[src/rtl/uart_pkg.sv]
// uart_pkg: shared constants and types for the uart_rx_port receiver slice.
//   - Receiver FSM state encoding (legacy-compatible logic constants).
//   - Register word offsets and STATUS/CTRL bit positions.
//   - STATUS payload struct and an even-parity helper.
package uart_pkg;

    localparam int unsigned ADDR_W = 2;
    localparam int unsigned DATA_W = 32;

    // Receiver FSM states
    localparam logic [2:0] ST_IDLE      = 3'd0;
    localparam logic [2:0] ST_START     = 3'd1;
    localparam logic [2:0] ST_DATA      = 3'd2;
    localparam logic [2:0] ST_PARITY    = 3'd3;
    localparam logic [2:0] ST_STOP      = 3'd4;
    localparam logic [2:0] ST_WAIT_HIGH = 3'd5;

    // Register word offsets
    localparam logic [ADDR_W-1:0] REG_DATA   = 2'd0;
    localparam logic [ADDR_W-1:0] REG_STATUS = 2'd1;
    localparam logic [ADDR_W-1:0] REG_CTRL   = 2'd2;

    // STATUS bit indices
    localparam int unsigned STAT_VALID = 0;
    localparam int unsigned STAT_OVR   = 1;
    localparam int unsigned STAT_FERR  = 2;
    localparam int unsigned STAT_FULL  = 3;
    localparam int unsigned STAT_PERR  = 8;

    // CTRL bit indices
    localparam int unsigned CTRL_IE = 0;

    // STATUS register payload, bit 8 down to bit 0
    typedef struct packed {
        logic       perr;
        logic [3:0] count;
        logic       full;
        logic       ferr;
        logic       ovr;
        logic       valid;
    } status_t;

    // Even-parity bit that makes the 9-bit word have an even number of ones
    function automatic logic even_parity(input logic [7:0] d);
        return ^d;
    endfunction

endpackage

[src/rtl/uart_rx_port_if.sv]
// uart_rx_port_if: CPU-side register bus of the UART receiver.
//   addr  word offset (DATA/STATUS/CTRL/reserved)
//   we    write strobe, one cycle
//   re    read strobe, one cycle; qualifies the DATA pop
//   din   write data
//   dout  read data, combinational from addr
//   irq   level interrupt request, registered
interface uart_rx_port_if;
    import uart_pkg::*;

    logic [ADDR_W-1:0] addr;
    logic              we;
    logic              re;
    logic [DATA_W-1:0] din;
    logic [DATA_W-1:0] dout;
    logic              irq;

    modport master (
        output addr, we, re, din,
        input  dout, irq
    );

    modport slave (
        input  addr, we, re, din,
        output dout, irq
    );

endinterface

[src/rtl/uart_rx_fifo.sv]
// uart_rx_fifo: synchronous byte FIFO for received characters.
//   clk, reset   clock and synchronous active-high reset
//   push, wdata  write request and byte (ignored when full unless popping)
//   pop, rdata   read request (ignored when empty) and head byte
//   full, empty  occupancy flags derived from the registered count
//   count        number of stored bytes
// Simultaneous push and pop are legal in every state; a pop frees the slot
// that the push in the same cycle then uses.
module uart_rx_fifo #(
    parameter  int unsigned DEPTH = 4,
    localparam int unsigned AW    = (DEPTH > 1) ? $clog2(DEPTH) : 1,
    localparam int unsigned CW    = AW + 1
) (
    input  logic          clk,
    input  logic          reset,
    input  logic          push,
    input  logic          pop,
    input  logic [7:0]    wdata,
    output logic [7:0]    rdata,
    output logic          full,
    output logic          empty,
    output logic [CW-1:0] count
);

    logic [7:0]    r_mem [DEPTH];
    logic [AW-1:0] r_wr_ptr;
    logic [AW-1:0] r_rd_ptr;
    logic [CW-1:0] r_count;
    logic          w_do_push;
    logic          w_do_pop;

    assign empty = (r_count == '0);
    assign full  = (r_count == CW'(DEPTH));
    assign count = r_count;
    assign rdata = r_mem[r_rd_ptr];

    // Pop is resolved first so a push into a full FIFO can reuse the freed slot
    assign w_do_pop  = pop & ~empty;
    assign w_do_push = push & (~full | w_do_pop);

    // Pointers and occupancy
    always_ff @(posedge clk) begin
        if (reset) begin
            r_wr_ptr <= '0;
            r_rd_ptr <= '0;
            r_count  <= '0;
        end else begin
            if (w_do_push) begin
                r_wr_ptr <= r_wr_ptr + AW'(1);
            end
            if (w_do_pop) begin
                r_rd_ptr <= r_rd_ptr + AW'(1);
            end
            case ({w_do_push, w_do_pop})
                2'b10:   r_count <= r_count + CW'(1);
                2'b01:   r_count <= r_count - CW'(1);
                default: r_count <= r_count;
            endcase
        end
    end

    // Storage needs no reset: contents are only visible through valid pointers
    always_ff @(posedge clk) begin
        if (w_do_push) begin
            r_mem[r_wr_ptr] <= wdata;
        end
    end

endmodule

[src/rtl/uart_rx_port.sv]
// uart_rx_port: memory-mapped UART receiver (8N1, or 8E1 when the
// UART_RX_PARITY_EN macro is defined).
//   clk       system clock
//   reset     synchronous active-high reset
//   uart_rxd  asynchronous serial input, idles high
//   bus       register slave: DATA(0) pops the FIFO head on re, STATUS(1)
//             reports valid/ovr/ferr/full/count (+perr) with W1C clears,
//             CTRL(2) holds the interrupt enable, offset 3 is reserved
// irq is a registered level request: ie & (data pending | any error flag).
module uart_rx_port
    import uart_pkg::*;
#(
    parameter int unsigned CLKS_PER_BIT = 2604,
    parameter int unsigned FIFO_DEPTH   = 4
) (
    input  logic          clk,
    input  logic          reset,
    input  logic          uart_rxd,
    uart_rx_port_if.slave bus
);

    localparam int unsigned TW = (CLKS_PER_BIT > 1) ? $clog2(CLKS_PER_BIT) : 1;
    localparam int unsigned CW = ((FIFO_DEPTH > 1) ? $clog2(FIFO_DEPTH) : 1) + 1;
    localparam logic [TW-1:0] BIT_LAST  = TW'(CLKS_PER_BIT - 1);
    localparam logic [TW-1:0] HALF_LAST = TW'(CLKS_PER_BIT / 2 - 1);

    // Receive path state
    logic [1:0]    r_sync;
    logic [2:0]    r_state;
    logic [TW-1:0] r_timer;
    logic [2:0]    r_bit_idx;
    logic [7:0]    r_shift;
    logic          w_rxd_s;

    logic [2:0]    w_state_nxt;
    logic [TW-1:0] w_timer_nxt;
    logic [2:0]    w_bit_nxt;
    logic [7:0]    w_shift_nxt;
    logic          w_push;
    logic          w_ferr_set;

    // Register file state
    logic          r_ovr;
    logic          r_ferr;
    logic          r_ie;
    logic          r_irq;

`ifdef UART_RX_PARITY_EN
    logic          r_perr;
    logic          r_par_bad;
    logic          w_perr_set;
    logic          w_par_bad_nxt;
`endif

    // FIFO and bus decode
    logic [7:0]    w_rdata;
    logic          w_full;
    logic          w_empty;
    logic [CW-1:0] w_count;
    logic          w_pop;
    logic          w_ovr_set;
    logic          w_stat_wr;
    logic          w_err_any;
    status_t       w_status;
    logic [31:0]   w_dout;
    logic          w_unused_din;

    assign w_rxd_s = r_sync[1];

    // Next-state and frame-event logic for the deframer
    always_comb begin
        w_state_nxt = r_state;
        w_timer_nxt = r_timer + TW'(1);
        w_bit_nxt   = r_bit_idx;
        w_shift_nxt = r_shift;
        w_push      = 1'b0;
        w_ferr_set  = 1'b0;
`ifdef UART_RX_PARITY_EN
        w_perr_set    = 1'b0;
        w_par_bad_nxt = r_par_bad;
`endif
        case (r_state)
            ST_IDLE: begin
                w_timer_nxt = '0;
                if (!w_rxd_s) begin
                    w_state_nxt = ST_START;
                end
            end
            ST_START: begin
                // Half-bit check rejects glitches and aligns later samples mid-bit
                if (r_timer == HALF_LAST) begin
                    w_timer_nxt = '0;
                    w_bit_nxt   = '0;
                    w_state_nxt = w_rxd_s ? ST_IDLE : ST_DATA;
                end
            end
            ST_DATA: begin
                if (r_timer == BIT_LAST) begin
                    w_timer_nxt = '0;
                    w_shift_nxt = {w_rxd_s, r_shift[7:1]};
                    w_bit_nxt   = r_bit_idx + 3'd1;
                    if (r_bit_idx == 3'd7) begin
`ifdef UART_RX_PARITY_EN
                        w_state_nxt = ST_PARITY;
`else
                        w_state_nxt = ST_STOP;
`endif
                    end
                end
            end
`ifdef UART_RX_PARITY_EN
            ST_PARITY: begin
                if (r_timer == BIT_LAST) begin
                    w_timer_nxt   = '0;
                    w_par_bad_nxt = (even_parity(r_shift) != w_rxd_s);
                    w_perr_set    = w_par_bad_nxt;
                    w_state_nxt   = ST_STOP;
                end
            end
`endif
            ST_STOP: begin
                if (r_timer == BIT_LAST) begin
                    w_timer_nxt = '0;
                    if (w_rxd_s) begin
`ifdef UART_RX_PARITY_EN
                        w_push = ~r_par_bad;
`else
                        w_push = 1'b1;
`endif
                        w_state_nxt = ST_IDLE;
                    end else begin
                        w_ferr_set  = 1'b1;
                        w_state_nxt = ST_WAIT_HIGH;
                    end
                end
            end
            ST_WAIT_HIGH: begin
                // A held-low line (break) must return high before a new frame
                w_timer_nxt = '0;
                if (w_rxd_s) begin
                    w_state_nxt = ST_IDLE;
                end
            end
            default: begin
                w_timer_nxt = '0;
                w_state_nxt = ST_IDLE;
            end
        endcase
    end

    // Synchroniser and deframer registers
    always_ff @(posedge clk) begin
        if (reset) begin
            r_sync    <= 2'b11;
            r_state   <= ST_IDLE;
            r_timer   <= '0;
            r_bit_idx <= '0;
            r_shift   <= '0;
`ifdef UART_RX_PARITY_EN
            r_par_bad <= 1'b0;
`endif
        end else begin
            r_sync    <= {r_sync[0], uart_rxd};
            r_state   <= w_state_nxt;
            r_timer   <= w_timer_nxt;
            r_bit_idx <= w_bit_nxt;
            r_shift   <= w_shift_nxt;
`ifdef UART_RX_PARITY_EN
            r_par_bad <= w_par_bad_nxt;
`endif
        end
    end

    uart_rx_fifo #(
        .DEPTH (FIFO_DEPTH)
    ) u_fifo (
        .clk   (clk),
        .reset (reset),
        .push  (w_push),
        .pop   (w_pop),
        .wdata (r_shift),
        .rdata (w_rdata),
        .full  (w_full),
        .empty (w_empty),
        .count (w_count)
    );

    // Bus-side decode; the pushed byte is r_shift, complete once STOP is reached
    assign w_pop     = bus.re & (bus.addr == REG_DATA) & ~w_empty;
    assign w_ovr_set = w_push & w_full & ~w_pop;
    assign w_stat_wr = bus.we & (bus.addr == REG_STATUS);

`ifdef UART_RX_PARITY_EN
    assign w_err_any = r_ovr | r_ferr | r_perr;
`else
    assign w_err_any = r_ovr | r_ferr;
`endif

    // Error flags, interrupt enable and interrupt request
    always_ff @(posedge clk) begin
        if (reset) begin
            r_ovr  <= 1'b0;
            r_ferr <= 1'b0;
            r_ie   <= 1'b0;
            r_irq  <= 1'b0;
`ifdef UART_RX_PARITY_EN
            r_perr <= 1'b0;
`endif
        end else begin
            // Set wins over a same-cycle W1C so no error is lost
            r_ovr  <= w_ovr_set  | (r_ovr  & ~(w_stat_wr & bus.din[STAT_OVR]));
            r_ferr <= w_ferr_set | (r_ferr & ~(w_stat_wr & bus.din[STAT_FERR]));
`ifdef UART_RX_PARITY_EN
            r_perr <= w_perr_set | (r_perr & ~(w_stat_wr & bus.din[STAT_PERR]));
`endif
            if (bus.we && (bus.addr == REG_CTRL)) begin
                r_ie <= bus.din[CTRL_IE];
            end
            r_irq <= r_ie & (~w_empty | w_err_any);
        end
    end

    // STATUS payload
    always_comb begin
        w_status       = '0;
        w_status.valid = ~w_empty;
        w_status.ovr   = r_ovr;
        w_status.ferr  = r_ferr;
        w_status.full  = w_full;
        w_status.count = 4'(w_count);
`ifdef UART_RX_PARITY_EN
        w_status.perr  = r_perr;
`endif
    end

    // Read mux
    always_comb begin
        w_dout = '0;
        case (bus.addr)
            REG_DATA:   w_dout = w_empty ? 32'd0 : {24'd0, w_rdata};
            REG_STATUS: w_dout = {23'd0, w_status};
            REG_CTRL:   w_dout = {31'd0, r_ie};
            default:    w_dout = '0;
        endcase
    end

    assign bus.dout = w_dout;
    assign bus.irq  = r_irq;

    // Write-data bits with no register behind them
    assign w_unused_din = ^bus.din;

endmodule

[src/flat_wrapper.sv]
// flat-port wrapper written by rule: the top's interface ports become plain ports
module uart_rx_port_flat import uart_pkg::*;
#(
    parameter int unsigned CLKS_PER_BIT = 2604,
    parameter int unsigned FIFO_DEPTH   = 4
)
  (clk, reset, uart_rxd, bus_addr, bus_we, bus_re, bus_din, bus_dout, bus_irq);
  uart_rx_port_if bus_i ();
  input  logic clk;
  input  logic reset;
  input  logic uart_rxd;
  input wire logic [$bits(bus_i.addr)-1:0] bus_addr;
  input wire logic [$bits(bus_i.we)-1:0] bus_we;
  input wire logic [$bits(bus_i.re)-1:0] bus_re;
  input wire logic [$bits(bus_i.din)-1:0] bus_din;
  output wire logic [$bits(bus_i.dout)-1:0] bus_dout;
  output wire logic [$bits(bus_i.irq)-1:0] bus_irq;
  assign bus_i.addr = bus_addr;
  assign bus_i.we = bus_we;
  assign bus_i.re = bus_re;
  assign bus_i.din = bus_din;
  assign bus_dout = bus_i.dout;
  assign bus_irq = bus_i.irq;
  uart_rx_port #(.CLKS_PER_BIT(CLKS_PER_BIT), .FIFO_DEPTH(FIFO_DEPTH)) u_core (.clk(clk), .reset(reset), .uart_rxd(uart_rxd), .bus(bus_i));
endmodule
[config.mk]
export PLATFORM = sky130hd
export DESIGN_NAME = uart_rx_port_flat
export DESIGN_NICKNAME = d
export VERILOG_FILES = /design/src/rtl/uart_pkg.sv /design/src/rtl/uart_rx_port_if.sv /design/src/rtl/uart_rx_fifo.sv /design/src/rtl/uart_rx_port.sv /design/src/flat_wrapper.sv
export SDC_FILE = /design/constraint.sdc
export NUM_CORES = 1
export LEC_CHECK = 0
export ABC_AREA = 1
export CORE_ASPECT_RATIO = 1.5
export CORE_MARGIN = 5
export CORE_UTILIZATION = 55
export DETAILED_ROUTE_END_ITERATION = 8
export DONT_BUFFER_PORTS = 1
export PLACE_DENSITY = 0.77
export SYNTH_ARGS = -nofsm -noshare
export SYNTH_HDL_FRONTEND = slang
export SYNTH_SLANG_ARGS = --single-unit
[constraint.sdc]
create_clock -name clk -period 2.65 [get_ports clk]
set_clock_uncertainty 0.2 [all_clocks]
set_input_delay 0.265 -clock clk [delete_from_list [all_inputs] [get_ports clk]]
set_output_delay 0.265 -clock clk [all_outputs]
set_load 0.05 [all_outputs]
==> results.sh <==
export IMPL_result_of_the_run="finished clean"
export IMPL_asyncSetResetFlopFracSynth=0
export IMPL_max_cap_violations=0
export IMPL_routed_wl_um=6870
export IMPL_mappedNetlistArea_sq_um=3500
export IMPL_number_of_endpoints_with_negative_hold_slack_in_the_final_report=0
export IMPL_worstSkewPairLatency_ns=0.34
export IMPL_initial_drt_markers=171
export IMPL_die_area_sq_um=8090
export IMPL_grt_pass1_vias=2516
export IMPL_clock_tree_from_tritoncts="yes"
export IMPL_period_minus_slack_ns=2.43
export IMPL_met3RoutedLength_um=311
export IMPL_via_count=2561
export IMPL_drt_wl_cell_um=13.9
export IMPL_met2RoutedLength_um=3700
export IMPL_max_slew_worst_pin_slew_ns=0.569
export IMPL_maximum_cell_stage_delay_along_the_critical_path_ns=0.45
export IMPL_setup_violations=0
export IMPL_r2r_worst_path_cells=14
export IMPL_netlist_area_leader_share=0.275
export IMPL_antennaDiodeCount=0
export IMPL_part_of_the_cycle_the_worst_path_needs=0.918
export IMPL_power_leakage_nw=1.56
export IMPL_arrival_ns=1.97
export IMPL_grt_util_all_layers=0.185
export IMPL_synthFlopType="sky130_fd_sc_hd__dfxtp_1"
export IMPL_grt_max_degree=20
export IMPL_fmaxAchievable_mhz=411
export IMPL_rsz0062_at_grt="no"
export IMPL_timing_slew_headroom=0.620
export IMPL_drc=0
export IMPL_timing_critical_path_slowest_stage_cell="sky130_fd_sc_hd__a221oi_1"
export IMPL_worst_setup_path_end_kind="primary output"
export IMPL_worst_case_clock_buffer_depth=2
export IMPL_synthDistinctLibCells=36
export IMPL_synth_top_cell_by_area="sky130_fd_sc_hd__edfxtp_1"
export IMPL_synth_common_cells="sky130_fd_sc_hd__nand2_1 (50), sky130_fd_sc_hd__nor2_1 (47), sky130_fd_sc_hd__dfxtp_1 (41)"
export IMPL_p_per_area_nw_per_um2=653
export IMPL_worst_setup_hold_path_clk_slew_ns=0.08
export IMPL_post_cts_resized_instances=0
export IMPL_num_io_pins=72
export IMPL_synth_edf_count=32
export IMPL_synth_most_common_cell="sky130_fd_sc_hd__nand2_1"
export IMPL_clock_tree_root_cell="sky130_fd_sc_hd__clkbuf_8"
export IMPL_numClockSinks=73
export IMPL_finalNetCount=462
export IMPL_timing_setup_critical_path_class="flop to primary output"
export IMPL_htreeDepth=3
export IMPL_timing_max_transition_violations_final=0
export IMPL_grt_total_ovfl=0
export IMPL_initial_antenna_violation_count=0
export IMPL_syn_avg_cell_area_sq_um=8.90
export IMPL_instances_no_fill=493
export IMPL_detailedRoute_firstPassIterationCount=4
export IMPL_setup_worst_path_start_class="flop"
export IMPL_tns_ns=0
export IMPL_dpl_hpwl_um=5050
export IMPL_synth_sequential_area_ratio=0.509
export IMPL_dp_cells=470
export IMPL_r2r_setup_slack_ns=0.30
export IMPL_r2r_start="u_core.r_timer[0]$_SDFF_PP0_"
export IMPL_max_vdd_ir_drop_mv=0.454
export IMPL_via_per_inst=5.19
export IMPL_hold_class="primary input to flop"
export IMPL_die_h_um=108
export IMPL_final_fill_count=522
export IMPL_yosysWarnings=0
export IMPL_gp_congestion=0.847
export IMPL_die_width_um=75.1
export IMPL_floorplan_row_count=35
export IMPL_initial_core_util=0.567
export IMPL_drive_above_1_share=0.155
export IMPL_worstPathRequired_ns=2.18
export IMPL_grt_first_pass_wirelength_um=11300
export IMPL_postRouteAntennaNets=0
export IMPL_cell_chain_critical_path="inv_1 -> nand2_1 -> a221oi_1 -> a21o_1"
export IMPL_syn_to_final_growth_pct=8.37
export IMPL_topRoutingLayerUsed="met4"
export IMPL_tritoncts_buffers=9
export IMPL_synth_area_leaders="sky130_fd_sc_hd__edfxtp_1 (27%), sky130_fd_sc_hd__dfxtp_1 (23%), sky130_fd_sc_hd__nand2_1 (5.4%)"
export IMPL_core_region_area_sq_um=6170
export IMPL_critical_path_endpoint="bus_dout[2]"
export IMPL_register_bit_count_reported_by_yosys=73
export IMPL_netlist_instances=393
export IMPL_port_buffer_count=0
export IMPL_wl_met1_um=2670
export IMPL_worstReg2RegEnd="u_core.u_fifo.count[2]$_SDFFE_PP0P_"
export IMPL_worst_path_max_fanout=16
[routing by layer]
layer  GRT usage  up-vias
met2       0.325       59
met4      0.0941        0
met3      0.0458       14
met5           0        -
met1       0.198     1197
li1            -     1291
[where the power goes]
part / internal, W / switching [W]
Clock: 0.000346 / 0.000421
Sequential: 0.00119 / 0.0000307
Combinational: 0.000128 / 0.000358
Total: 0.00167 / 0.000810
[placed cells by master (no fill, tap or decap), types with 11 or more instances in the layout]
master,Yosys,routed
sky130_fd_sc_hd__a21oi_1,21,21
sky130_fd_sc_hd__buf_4,24,11
sky130_fd_sc_hd__conb_1,1,24
sky130_fd_sc_hd__dfxtp_1,41,41
sky130_fd_sc_hd__edfxtp_1,32,32
sky130_fd_sc_hd__inv_1,40,40
sky130_fd_sc_hd__nand2_1,50,50
sky130_fd_sc_hd__nand3_1,16,16
sky130_fd_sc_hd__nor2_1,47,47
sky130_fd_sc_hd__nor2_2,16,16
sky130_fd_sc_hd__o21ai_0,36,33
[worst max-delay path: cells and delay by family (launching register included)]
family / cells / cell delay [ns]
DFF: 1 / 0.33
buffers and inverters: 1 / 0.33
and+or+nand+nor: 1 / 0.09
AOI/OAI and AO/OA: 2 / 0.87
[state kept, by name, indices dropped and copies added, names as in the netlist, named ones only]
signal,count
u_core.u_fifo.r_mem,32
u_core.r_timer,12
u_core.r_shift,8
u_core.r_bit_idx,3
u_core.r_state,3
u_core.u_fifo.count,3
u_core.r_sync,2
u_core.u_fifo.r_rd_ptr,2
u_core.u_fifo.r_wr_ptr,2
u_core.bus.irq,1
u_core.r_ferr,1
u_core.r_ie,1
u_core.r_ovr,1
[how the worst min path moves through the flow]
stage             start                                     end  cells after the start
2_1_floorplan  uart_rxd             u_core.r_sync[0]$_SDFF_PP1_                      1
3_3_place_gp      reset        u_core.r_bit_idx[2]$_SDFFE_PP0P_                      1
3_5_place_dp      reset                 u_core.r_ovr$_SDFF_PP0_                      1
4_1_cts          bus_re  u_core.u_fifo.r_rd_ptr[0]$_SDFFE_PP0P_                      3
5_1_grt          bus_re     u_core.u_fifo.count[2]$_SDFFE_PP0P_                      4
6_report         bus_re     u_core.u_fifo.count[2]$_SDFFE_PP0P_                      4
[metrics by stage]
step	hold WS (ns)	utilization	setup slack, ns	total power [W]	instance area [sq um]
2_1_floorplan	0.169	-	0.429	0.00169	3580
3_3_place_gp	0.136	0.574	0.344	0.00171	3540
3_5_place_dp	0.138	0.574	0.288	0.00173	3540
4_1_cts	0.0523	0.614	0.172	0.00250	3790
5_1_grt	0.0714	0.614	0.0763	0.00262	3790
6_report	0.0716	0.614	0.219	0.00248	3790
[logic make-up (layout without fill, tap and decap cells)]
| kind of cell | count (synthesis) | after routing | synth area share |
|---|---|---|---|
| AND/OR/NAND/NOR | 156 | 156 | 0.217 |
| buffers and inverters | 77 | 80 | 0.111 |
| flip-flops | 73 | 73 | 0.509 |
| AO/OA/AOI/OAI | 70 | 70 | 0.109 |
| adder cells (fa/ha/maj) | 9 | 9 | 0.0343 |
| XOR/XNOR | 7 | 7 | 0.0175 |
| other | 1 | 24 | 0.00107 |
[timing repair]
| action | 4_1_cts | 5_1_grt |
|---|---|---|
| buffers inserted | 0 | 0 |
| hold endpoints to repair | 10 | 0 |
| hold buffers | 7 | 0 |
[cell type report]
cell class | count | area, sq um | share of cell area
clock buffer | 9 | 124 | 0.0327
clock inverter | 7 | 53.8 | 0.0142
inverter | 46 | 173 | 0.0455
multi-input combinational | 266 | 1410 | 0.373
sequential | 73 | 1780 | 0.470
tap | 74 | 92.6 | 0.0244
timing repair buffer | 18 | 153 | 0.0403
Note: power is estimated with default switching activity, not from simulation.
